File: config.mk
export PLATFORM = sky130hd
export DESIGN_NAME = addr_reg_burst
export DESIGN_NICKNAME = d
export VERILOG_FILES = /design/src/rtl/addr_reg_burst.sv
export SDC_FILE = /design/constraint.sdc
export NUM_CORES = 1
export LEC_CHECK = 0
export CAP_MARGIN = 25
export CORE_MARGIN = 4
export CORE_UTILIZATION = 40
export CTS_CLUSTER_SIZE = 14
export DETAILED_ROUTE_END_ITERATION = 12
export GPL_ROUTABILITY_DRIVEN = 0
export GPL_TIMING_DRIVEN = 0
export HOLD_SLACK_MARGIN = 0.06
export PLACE_DENSITY = 0.74
export SKIP_LAST_GASP = 1
export SYNTH_ARGS = -nofsm -noshare
export SYNTH_HDL_FRONTEND = slang
export SYNTH_SLANG_ARGS = --single-unit
File: constraint.sdc
create_clock -name clk -period 1.4 [get_ports clk]
set_input_delay 0.28 -clock clk [delete_from_list [all_inputs] [get_ports clk]]
set_output_delay 0.28 -clock clk [all_outputs]
set_load 0.03 [all_outputs]
File: src/rtl/addr_reg_burst.sv
// addr_reg_burst: memory address register with load/increment paths and an
// autonomous burst engine that steps the address once per accepted beat.
module addr_reg_burst #(
   parameter int ADDR_W    = 12,
   parameter int BURST_MAX = 8,
   parameter int LEN_W     = $clog2(BURST_MAX + 1)
) (
   input  logic              clk,
   input  logic              reset,
   input  logic              pc_en,
   input  logic              write_en,
   input  logic              inc_en,
   input  logic [ADDR_W-1:0] pc_datain,
   input  logic [ADDR_W-1:0] bus_datain,
   input  logic              burst_start,
   input  logic [LEN_W-1:0]  burst_len,
   input  logic              burst_abort,
   input  logic              mem_ready,
   output logic [ADDR_W-1:0] dataout,
   output logic              mem_req,
   output logic              busy,
   output logic              burst_done,
   output logic [LEN_W-1:0]  beat_cnt
);

   localparam logic [1:0] S_IDLE = 2'd0;
   localparam logic [1:0] S_BUSY = 2'd1;
   localparam logic [1:0] S_DONE = 2'd2;

   logic [1:0]       state;
   logic [LEN_W-1:0] remaining;
   logic [LEN_W-1:0] eff_len;

   // Requested length clamped to the largest burst the engine supports.
   function automatic logic [LEN_W-1:0] sat_len(input logic [LEN_W-1:0] len);
      if (len > LEN_W'(BURST_MAX))
         return LEN_W'(BURST_MAX);
      else
         return len;
   endfunction

   // Address increment; the all-ones address wraps back to zero.
   function automatic logic [ADDR_W-1:0] addr_inc(input logic [ADDR_W-1:0] a);
      return a + ADDR_W'(1);
   endfunction

   assign eff_len = sat_len(burst_len);

   // Outputs decode the state register only, so no input reaches an output combinationally.
   assign mem_req    = (state == S_BUSY);
   assign busy       = (state == S_BUSY);
   assign burst_done = (state == S_DONE);

   // Address register: beats advance it while busy, otherwise the load/increment paths apply.
   always_ff @(posedge clk or negedge reset) begin
      if (!reset) begin
         dataout <= '0;
      end else if (state == S_BUSY) begin
         if (mem_ready)
            dataout <= addr_inc(dataout);
      end else if (pc_en) begin
         dataout <= pc_datain;
      end else if (write_en) begin
         dataout <= bus_datain;
      end else if (inc_en) begin
         dataout <= addr_inc(dataout);
      end
   end

   // Burst control: state, remaining beats and accepted-beat count.
   always_ff @(posedge clk or negedge reset) begin
      if (!reset) begin
         state     <= S_IDLE;
         remaining <= '0;
         beat_cnt  <= '0;
      end else begin
         case (state)
            S_IDLE: begin
               // A zero-length request is dropped without disturbing the last count.
               if (burst_start && (eff_len != '0)) begin
                  state     <= S_BUSY;
                  remaining <= eff_len;
                  beat_cnt  <= '0;
               end
            end
            S_BUSY: begin
               if (mem_ready) begin
                  beat_cnt  <= beat_cnt + LEN_W'(1);
                  remaining <= remaining - LEN_W'(1);
               end
               // Abort wins over completion: an aborted burst never pulses done.
               if (burst_abort)
                  state <= S_IDLE;
               else if (mem_ready && (remaining == LEN_W'(1)))
                  state <= S_DONE;
            end
            default: begin
               state <= S_IDLE;
            end
         endcase
      end
   end

endmodule

==> flow_metrics.env <==
export IMPL_stdcell_area_um2=2620
export IMPL_hold_class="primary input to async pin"
export IMPL_slew_limit_headroom=0.640
export IMPL_drtIter0Drc=84
export IMPL_grt_overflow=0
export IMPL_cts_sinks=22
export IMPL_syn_inst=170
export IMPL_num_vias=1724
export IMPL_syn_to_final_growth_pct=70.6
export IMPL_rsz0062_at_grt="true"
export IMPL_floorplan_die_area_um2=4890
export IMPL_synth_top_cells_by_area="dfrtp_1, ha_1, nand2_1"
export IMPL_synth_cell_type_count=48
export IMPL_slew_violations=0
export IMPL_nets=296
export IMPL_wl_per_cell_um=16.9
export IMPL_vias_per_cell=5.69
export IMPL_cp_buffers_inverters=1
export IMPL_placed_area_um2=2210
export IMPL_grt_start_max_net_pins=20
export IMPL_crit_path_max_fanout=5
export IMPL_drt_wl_total_mm=5.11
export IMPL_status="complete, but fails checks"
export IMPL_yosysMostFrequentCell="dfrtp_1"
export IMPL_row_count=22
export IMPL_antenna_diode_count=0
export IMPL_yosysTopAreaCellShare=0.359
export IMPL_first_pass_iters=4
export IMPL_place_hpwl_mm=3.29
export IMPL_cp_top_family="compound AO/OA/AOI/OAI gates"
export IMPL_period_minus_slack_ps=1610
export IMPL_async_flop_share=1.00
export IMPL_timing_final_crit_share=1.15
export IMPL_synth_top_cell_by_area="dfrtp_1"
export IMPL_synth_seq_cells=22
export IMPL_portBuffers=52
export IMPL_grt_pass1_vias=1696
export IMPL_worst_slew_pin_slew_ps=540
export IMPL_max_freq_mhz=621
export IMPL_grt_pass1_wl_mm=8.23
export IMPL_synth_commonest_cells="dfrtp_1, nand2_1, inv_1, nor2_1"
export IMPL_finalCoreUtilization=0.709
export IMPL_worstSkewPairLatency_ps=270
export IMPL_ys_warn_count=0
export IMPL_start_kind="flop"
export IMPL_cts_root_buf="clkbuf_8"
export IMPL_synth_edff_count=0
export IMPL_track_usage=0.207
export IMPL_p_per_area_nw_per_um2=1660
export IMPL_p_total_mw=4.34
export IMPL_syn_area_per_cell_um2=9.02
export IMPL_initial_core_util=0.416
export IMPL_critical_path_max_stage_delay_ps=400
export IMPL_setup_violations=21
export IMPL_max_vdd_ir_drop_mv=0.918
export IMPL_max_cap_violations=0
export IMPL_cts_tree="yes"
export IMPL_cts_buffer_depth=2
export IMPL_skew_ps=1.51
export IMPL_antenna_left=0
export IMPL_core_area_um2=3690
export IMPL_syn_area_um2=1530
export IMPL_critPathSlowestCell="dfrtp_2"
export IMPL_htree_levels=1
export IMPL_antenna_found_initial=0
export IMPL_instances_no_fill=303
export IMPL_crit_path_cell_trace="buf_6 -> ha_2 -> and4_2 -> nand2_1 -> o32a_1 -> o22ai_2"
export IMPL_clk_pin_slew_ps=90
export IMPL_worstPathArrival_ps=1800
export IMPL_drive_gt1_frac=0.369
export IMPL_numCtsBuffers=3
export IMPL_whs_ps=260
export IMPL_die_w_um=69.9
export IMPL_drc=0
export IMPL_setup_slack_ps=-210
export IMPL_critPathKind="flop to flop"
export IMPL_die_h_um=69.9
export IMPL_yosysSeqAreaShare=0.359
export IMPL_synth_ff_type="dfrtp_1"
export IMPL_dp_cells=271
export IMPL_hold_viol=0
export IMPL_power_leakage_nw=1.10
export IMPL_io_pins=55
export IMPL_critPathRequiredTime_ps=1590
export IMPL_n_fill_cell=302
export IMPL_synthesis_nets=210
export IMPL_end_kind="flop"
export IMPL_failed_checks="negative setup slack"
[cell type report]
class                      count  area, um2  area share
multi-input combinational    127       1020       0.390
clock buffer                   4       55.1      0.0211
inverter                      11       46.3      0.0177
buffer                         9        109      0.0416
timing repair buffer          82        762       0.291
sequential                    22        563       0.215
tap                           48       60.1      0.0230
[sequential cells by signal (all words and copies together) (netlist names)]
signal / cells
dataout: 12
state: 2
beat_cnt: 4
remaining: 4
[logic make-up (layout without fill, tap and decap cells)]
family | count (synthesis) | count (layout) | share of synthesized area
AOI/OAI and AO/OA | 60 | 60 | 0.280
buffers and inverters | 22 | 106 | 0.0816
muxes | 5 | 6 | 0.0424
and+or+nand+nor | 56 | 56 | 0.198
DFF | 22 | 22 | 0.359
adders and majority gates | 4 | 4 | 0.0327
xor gates and xnor gates | 1 | 1 | 0.00572
[repair_timing]
item	CTS	global route
gates cloned	2	0
hold buffers	0	0
gates resized for setup	88	31
pin swaps	17	7
setup buffers	24	7
endpoints found under the setup margin	40	33
[report_power, final]
group          internal, mW  total [mW]  switching [mW]
logic                  1.22        2.57            1.35
clock network         0.252       0.484           0.232
registers             0.924        1.29           0.362
[final timing paths]
path / startpoint / endpoint / slack [ps] / cells after the start
worst max-delay path: dataout[1] / dataout[6] / -210 / 6
worst min-delay path: reset / remaining[3] / 260 / 1
worst max register to register: dataout[1] / dataout[6] / -210 / 6
worst min register to register: beat_cnt[0] / beat_cnt[0] / 530 / 1
max in group asynchronous: reset / dataout[8] / 730 / 2
min in group clk: burst_len[2] / remaining[2] / 280 / 3
[worst reg2reg max path, delay by kind of cell, from the launching register on]
| family | cells | cell delay [ps] |
|---|---|---|
| AO/OA/AOI/OAI | 2 | 480 |
| buffers and inverters | 1 | 110 |
| AND/OR/NAND/NOR | 2 | 330 |
| flip-flops | 1 | 400 |
| adder cells (fa/ha/maj) | 1 | 210 |
[stage by stage]
stage          setup WS [ps]  setup TNS [ps]
2_1_floorplan           -241            -535
3_3_place_gp            -706          -17480
3_5_place_dp            -701          -12980
4_1_cts                 -203           -2310
5_1_grt                 -249           -3180
6_report                -210           -1930
[cell usage in the layout (no fill, tap or decap), drive strengths merged, types with 4 or more instances in the layout]
cell type / n
a21oi: 8
a22o: 4
a22oi: 4
a31oi: 5
a32oi: 4
buf: 38
clkbuf: 16
clkdlybuf4s15: 6
clkdlybuf4s50: 28
dfrtp: 22
dlygate4sd2: 7
ha: 4
inv: 11
nand2: 13
nand3: 9
nor2: 11
o21ai: 9
o22ai: 6
[metal layers]
metal | part of all wire | up-vias | track usage | routed length, um
li1 | - | 828 | - | -
met1 | 0.43 | 829 | 0.275 | 2190
met2 | 0.49 | 62 | 0.342 | 2490
met3 | 0.072 | 5 | 0.0345 | 370
met4 | 0.011 | 0 | 0.0660 | 58
met5 | 0 | - | 0 | 0
Note: power is estimated with default switching activity, not from simulation.
